## config.mk

```make
export PLATFORM = sky130hd
export DESIGN_NAME = dual_port_ram_flat
export DESIGN_NICKNAME = d
export VERILOG_FILES = /design/src/rtl/dual_port_ram_if.sv /design/src/rtl/dual_port_ram.sv /design/src/flat_wrapper.sv
export SDC_FILE = /design/constraint.sdc
export NUM_CORES = 1
export LEC_CHECK = 0
export ABC_CLOCK_PERIOD_IN_PS = 3600
export CELL_PAD_IN_SITES_DETAIL_PLACEMENT = 2
export CELL_PAD_IN_SITES_GLOBAL_PLACEMENT = 2
export CORE_MARGIN = 4
export CORE_UTILIZATION = 47
export CTS_CLUSTER_DIAMETER = 60
export DETAILED_ROUTE_END_ITERATION = 10
export HOLD_SLACK_MARGIN = 0.06
export PLACE_DENSITY = 0.91
export SKIP_CTS_REPAIR_TIMING = 1
export SYNTH_ARGS = -nofsm -noshare
export SYNTH_HDL_FRONTEND = slang
export SYNTH_SLANG_ARGS = --single-unit
```

## constraint.sdc

```tcl
create_clock -name clk -period 3.6 [get_ports clk]
set_input_delay 1.08 -clock clk [delete_from_list [all_inputs] [get_ports clk]]
set_output_delay 1.08 -clock clk [all_outputs]
set_load 0.1 [all_outputs]
```

## src/rtl/dual_port_ram_if.sv

```systemverilog
// Bus bundle for the simple dual-port RAM: one write port and one read port
// sharing a single global enable.
interface dual_port_ram_if #(
  parameter int DATA_W = 8,
  parameter int ADDR_W = 4
);
  logic              enb;
  logic              wr;
  logic              rd;
  logic [ADDR_W-1:0] w_addr;
  logic [ADDR_W-1:0] r_addr;
  logic [DATA_W-1:0] w_data;
  logic [DATA_W-1:0] r_data;

  modport master (
    output enb, wr, rd, w_addr, r_addr, w_data,
    input  r_data
  );

  modport slave (
    input  enb, wr, rd, w_addr, r_addr, w_data,
    output r_data
  );
endinterface

```

## src/rtl/dual_port_ram.sv

```systemverilog
// Simple dual-port synchronous RAM with registered, write-first read data.
// Reset clears every word and the read register immediately.
module dual_port_ram #(
  parameter int DATA_W = 8,
  parameter int ADDR_W = 4
) (
  input  logic           clk,
  input  logic           rst,
  dual_port_ram_if.slave bus
);
  localparam int DEPTH = 2 ** ADDR_W;

  logic [DATA_W-1:0] mem_q [DEPTH];
  logic [DATA_W-1:0] mem_d [DEPTH];
  logic [DATA_W-1:0] r_data_q;
  logic [DATA_W-1:0] r_data_d;

  // NOTE: hold-by-default assignments first keep this block free of latches.
  always_comb begin
    mem_d    = mem_q;
    r_data_d = r_data_q;
    if (bus.enb) begin
      if (bus.wr) begin
        mem_d[bus.w_addr] = bus.w_data;
      end
      if (bus.rd) begin
        // Same-address collision returns the incoming word rather than stale storage.
        if (bus.wr && (bus.w_addr == bus.r_addr)) begin
          r_data_d = bus.w_data;
        end else begin
          r_data_d = mem_q[bus.r_addr];
        end
      end
    end
  end

  // NOTE: the storage must clear on reset, so it is built from resettable
  // flops rather than a RAM macro; state updates use non-blocking assignments.
  always_ff @(posedge clk or negedge rst) begin
    if (!rst) begin
      for (int i = 0; i < DEPTH; i++) begin
        mem_q[i] <= '0;
      end
      r_data_q <= '0;
    end else begin
      mem_q    <= mem_d;
      r_data_q <= r_data_d;
    end
  end

  assign bus.r_data = r_data_q;
endmodule

```

## src/flat_wrapper.sv

```systemverilog
// flat-port wrapper written by rule: the top's interface ports become plain ports
module dual_port_ram_flat 
#(
  parameter int DATA_W = 8,
  parameter int ADDR_W = 4
)
  (clk, rst, bus_enb, bus_wr, bus_rd, bus_w_addr, bus_r_addr, bus_w_data, bus_r_data);
  dual_port_ram_if #(.DATA_W(DATA_W), .ADDR_W(ADDR_W)) bus_i ();
  input  logic clk;
  input  logic rst;
  input wire logic [$bits(bus_i.enb)-1:0] bus_enb;
  input wire logic [$bits(bus_i.wr)-1:0] bus_wr;
  input wire logic [$bits(bus_i.rd)-1:0] bus_rd;
  input wire logic [$bits(bus_i.w_addr)-1:0] bus_w_addr;
  input wire logic [$bits(bus_i.r_addr)-1:0] bus_r_addr;
  input wire logic [$bits(bus_i.w_data)-1:0] bus_w_data;
  output wire logic [$bits(bus_i.r_data)-1:0] bus_r_data;
  assign bus_i.enb = bus_enb;
  assign bus_i.wr = bus_wr;
  assign bus_i.rd = bus_rd;
  assign bus_i.w_addr = bus_w_addr;
  assign bus_i.r_addr = bus_r_addr;
  assign bus_i.w_data = bus_w_data;
  assign bus_r_data = bus_i.r_data;
  dual_port_ram #(.DATA_W(DATA_W), .ADDR_W(ADDR_W)) u_core (.clk(clk), .rst(rst), .bus(bus_i));
endmodule
```

; ---- Yosys cells after proc, flatten, opt, wreduce, memory -nomap -nowiden
; Cells that the tools add are included.
[classes]
muxes = 7
eq_ne = 1
magnitude_cmp = 3
bitwise = 2
reduce_logical = 4
[op_table]
columns = operator, n
row1 = bitwise mux 128 bit, 1
row2 = binary-select mux 8 bit (select 4 bit), 1
row3 = demux 8 bit (select 4 bit), 1
row4 = two-way mux 8 bit, 4
row5 = greater-or-equal comparator 5 bit (second input constant), 2
row6 = inverter 4 -> 5 bit, 2
row7 = less-than comparator 5 x 1 -> 1 bit (second input constant), 1
row8 = equality test 4 bit, 1
row9 = AND reduction 2 bit, 2
row10 = logical AND 1 bit, 2
[word_totals]
register_bits = 136
wordCells = 34
inputBits = 21
out_inout_bits = 8

; ---- Logic depth before layout (Yosys ltp)
[depth]
depth_word = 6
ltp_mapped = 6
depth_no_buf = 4

; ---- Worst setup path after synthesis
; Ideal clock, no wire load.
[synth_timing]
kind = input port to flip-flop
startpoint = in bus_r_addr[0]
endpoint = reg u_core.r_data_q[1] (netlist: u_core.bus.r_data[1])
setup_ns = 0.138
arrival_time_ns = 2.316
t_required_ns = 3.462
stages = 6
n_path_buf = 2
setup_slack_ns = 1.146
path_cell_list = buf_4 buf_6 mux4_2 a22o_1 nor2_1 o221ai_1
[synth_between]
elab_chain_cells = 5
[synth_lines]
columns = element, line
row1 = from (decl), flat_wrapper.sv:15  ; input wire logic [$bits(bus_i.r_addr)-1:0] bus_r_addr;
row2 = inverter 4 -> 5 bit (not written as such), dual_port_ram.sv:31  ; r_data_d = mem_q[bus.r_addr];
row3 = binary-select mux 8 bit (select 4 bit), dual_port_ram.sv:31
row4 = two-way mux 8 bit (not written as such) (2 in a row), dual_port_ram.sv:31
row5 = two-way mux 8 bit (*), dual_port_ram.sv:28  ; if (bus.wr && (bus.w_addr == bus.r_addr)) begin
row6 = to (signal assigned), dual_port_ram.sv:47  ; r_data_q <= r_data_d;
row7 = to (decl), dual_port_ram.sv:15  ; logic [DATA_W-1:0] r_data_q;
; Mark *: on every way between the ends. The rest lies on a longest branch, timed or not. The select of a mux whose other input is x is not followed.
; A chain may end at the register's enable or synchronous reset.

; ---- Worst setup path in the final report
[layout_timing]
startpoint = in bus_w_addr[0]
endpoint = reg u_core.mem_q[104] in the netlist's numbering
[layout_between]
elab_chain_cells = 6
[layout_lines]
columns = element, line
row1 = from (decl), flat_wrapper.sv:14  ; input wire logic [$bits(bus_i.w_addr)-1:0] bus_w_addr;
row2 = inverter 4 -> 5 bit (not written as such) (*), dual_port_ram.sv:24  ; mem_d[bus.w_addr] = bus.w_data;
row3 = greater-or-equal comparator 5 bit (not written as such) or less-than comparator 5 x 1 -> 1 bit (tied branches), dual_port_ram.sv:24
row4 = logical AND 1 bit (not written as such), dual_port_ram.sv:24
row5 = two-way mux 8 bit (not written as such), dual_port_ram.sv:24
row6 = demux 8 bit (select 4 bit) (*), dual_port_ram.sv:24
row7 = bitwise mux 128 bit (*), dual_port_ram.sv:24
row8 = to (signal assigned), dual_port_ram.sv:46  ; mem_q <= mem_d;
row9 = to (decl), dual_port_ram.sv:13  ; logic [DATA_W-1:0] mem_q [DEPTH];
; Mark *: on every way between the ends. The rest lies on a longest branch, timed or not.

==> results.md <==
* I/O Pins at 29
* Reg2Reg Depth at 4
* FF-to-FF End: u_core.bus.r_data[1]
* WL final at approximately 19 mm
* DRC at 0
* Fraction of registers with async set/reset at 1.00
* Clk_lat worst skew at roughly 0.43 ns
* Adder-Cell Fraction of Synth Area at 0
* Seq cells post-synth at ~140
* Vias in the first global route at around 4,700
* GRT Total Usage at 0.279
* Post-Syn Instances at 440
* Yosys cell types at 29
* Initial antenna violation count at 0
* Unrepaired setup endpoints after global routing: false
* Final slew viol count at 0
* Worst Path Arrival at 3.25 ns
* Port Buf Inserts at 28
* Post-synth EDFFs at 0
* Mux cell area share after synthesis at 0.292
* CTS Root Cell: clkbuf_16
* Final Cycle Share at 0.835
* Crit Reg-Reg Startpoint: u_core.mem_q[25]
* Syn Std Cell Area at about 6200 um^2
* Maximum vdd drop at between 0.4 and 0.5 mV
* CP Max Fanout at 16
* Max Freq at 332 MHz
* Total power per unit cell area at approximately 660 nW/um^2
* Share of cells above drive strength 1 at 0.388
* Hold_sp: u_core.mem_q[118]
* First-pass GRT wire length at ~30 mm
* Final Wtd Congestion at 0.793
* Clock Skew at 0.00845 ns
* Die Ht at 123 um
* Synth top area cells: dfrtp_1 55%, mux2_2 17%, mux4_2 12%
* Post-route minimum period at between 3 and 4 ns
* Synth Area in XOR/XNOR at 0.00567
* Post-synthesis sequential area ratio at 0.551
* Ys flop type: dfrtp_1
* Post-synth top cells: 136 x dfrtp_1, 96 x mux2_2, 44 x nand2_1
* Worst-Margin Slew at 0.787 ns
* Synth warnings at 0
* Rows at between 40 and 50
* Post-synthesis simple-gate area fraction at 0.0634
* Max_cap viols at 0
* Compound-Gate Fraction of Synth Area at 0.0613
* Iter 0 DRT Violations at 341
* DIE WIDTH at about 120 um
* Leakage Power at approximately 0.0032 uW
* Clock buffer depth at 2
* Syn avg cell area at roughly 14 um^2
* WHS Endpoint: u_core.mem_q[118]
* Relative slew slack at 0.476
* Startpoint Class: input pin
* Area leader, netlist: dfrtp_1
* Area share of the largest cell type after synthesis at 0.551
* FF-to-FF setup slack at just under 2 ns
* Main combinational cell family by area after synthesis: multiplexers
* Worst Setup End Kind: flop
* CORE AREA at 12,700 um^2
* Path category of the worst min-delay check: flop to flop
* TritonCTS clock tree: yes
* Run status: finished, final reports clean
* Count leader, synth: dfrtp_1
* Num Clock Sinks at between 100 and 150
* Initial Util at 0.486
* Overflow after GRT at 0
* DRT Pass-1 Iters at 5
* Routed wire per std cell at 29.2 um
* Nets at between 400 and 500
* Number of hold violations in the final report at 0
* Routed Antenna Nets at 0
* Placed Cells at 620
* Hold Path Depth at 2
* Die area at 15,000 um^2
* Fin cells at around 650
* H-tree Lvls at 4
* Reg clk slew, reported paths at 0.05 ns
* Largest net degree at the start of global routing at 67
* Vias per inst at 6.17
* Critical path class: input pin to flop
* CTS Buf Count at 17
* Crit path required time at just under 4 ns
* Syn nets at around 460
* Area Overhead vs Synth at 17.0%
* Post-DP HPWL at 12.3 mm
* Setup violators final at 0
* Vias at 4,026
* Final setup TNS at 0 ns
-- kinds of logic after synthesis --
logic type	Yosys count
flops	136
simple gates	80
compound gates	57
mux	128
xor+xnor	4
buf+inv	35
-- power by group --
part           switching (uW)  internal (uW)
clock                     644           1210
combinational             475            395
sequential                194           1830
total                    1310           3430
-- flip-flops by register name, indices dropped and copies added (netlist names) --
register and count:
u_core.mem_q 128, u_core.bus.r_data 8
-- worst max-delay path by stage --
| stage | end | from | cells past startpoint | slack, ns |
|---|---|---|---|---|
| after floorplan | u_core.bus.r_data[1] | bus_r_addr[0] | 6 | 1.15 |
| after global placement | u_core.mem_q[39] | bus_w_addr[0] | 4 | 0.43 |
| after detailed placement | u_core.bus.r_data[4] | bus_r_addr[3] | 6 | 0.28 |
| after CTS | u_core.mem_q[104] | bus_w_addr[0] | 5 | 0.61 |
| after global routing | u_core.mem_q[104] | bus_w_addr[0] | 5 | 0.51 |
| final | u_core.mem_q[104] | bus_w_addr[0] | 5 | 0.59 |
-- per-stage QoR --
stage                     area, um^2  setup WS [ns]  utilization  hold WS, ns  power, uW
after floorplan                 6180           1.15            -        0.445       2570
after global placement          6600          0.428        0.519        0.458       2780
after detailed placement        6600          0.284        0.519        0.484       2880
after CTS                       7230          0.609        0.568        0.499       4780
after global routing            7230          0.508        0.568        0.523       4950
final                           7230          0.592        0.568        0.499       4750
-- critical path, cell delays in order --
cell             delay [ns]
clkdlybuf4s50_1        0.62
nand4b_1               0.49
nand2b_1               0.62
nand2_1                0.27
o21ai_0                0.16
-- layout make-up --
class | instances | area, um^2
Clock buffer | 23 | 478
Inverter | 8 | 30.0
Fill cell | 1172 | 5490
Clock inverter | 9 | 145
Multi-Input combinational cell | 269 | 2610
Timing Repair Buffer | 35 | 347
Antenna cell | 1 | 2.50
Sequential cell | 136 | 3400
Tap cell | 172 | 215
-- metal layers --
metal / vias to the layer above / GRT usage / routed length [um]
li1: 1671 / - / -
met1: 2207 / 0.355 / 7770
met2: 129 / 0.470 / 10000
met3: 19 / 0.0687 / 931
met4: 0 / 0.0868 / 313
met5: - / 0 / 0
-- placed cells by master (no fill, tap or decap), types with 2 or more instances in the layout --
cell type | netlist | routed
a22o_1 | 16 | 16
buf_12 | 0 | 3
buf_4 | 1 | 12
bufinv_16 | 0 | 4
clkbuf_1 | 5 | 3
clkbuf_16 | 0 | 17
clkbuf_8 | 0 | 3
clkdlybuf4s50_1 | 0 | 18
clkinv_2 | 0 | 5
dfrtp_1 | 136 | 136
inv_1 | 8 | 8
mux2_2 | 96 | 96
mux4_2 | 32 | 32
nand2_1 | 44 | 44
nand2b_1 | 4 | 4
nand4b_1 | 3 | 3
nor2_1 | 10 | 10
nor2_2 | 9 | 9
nor2b_1 | 2 | 2
nor3_1 | 2 | 2
o21ai_0 | 29 | 29
o21ai_1 | 3 | 3
o221ai_1 | 8 | 8
or4_1 | 2 | 2
xor2_1 | 3 | 3
No activity file was read; power rests on OpenSTA's default activity.
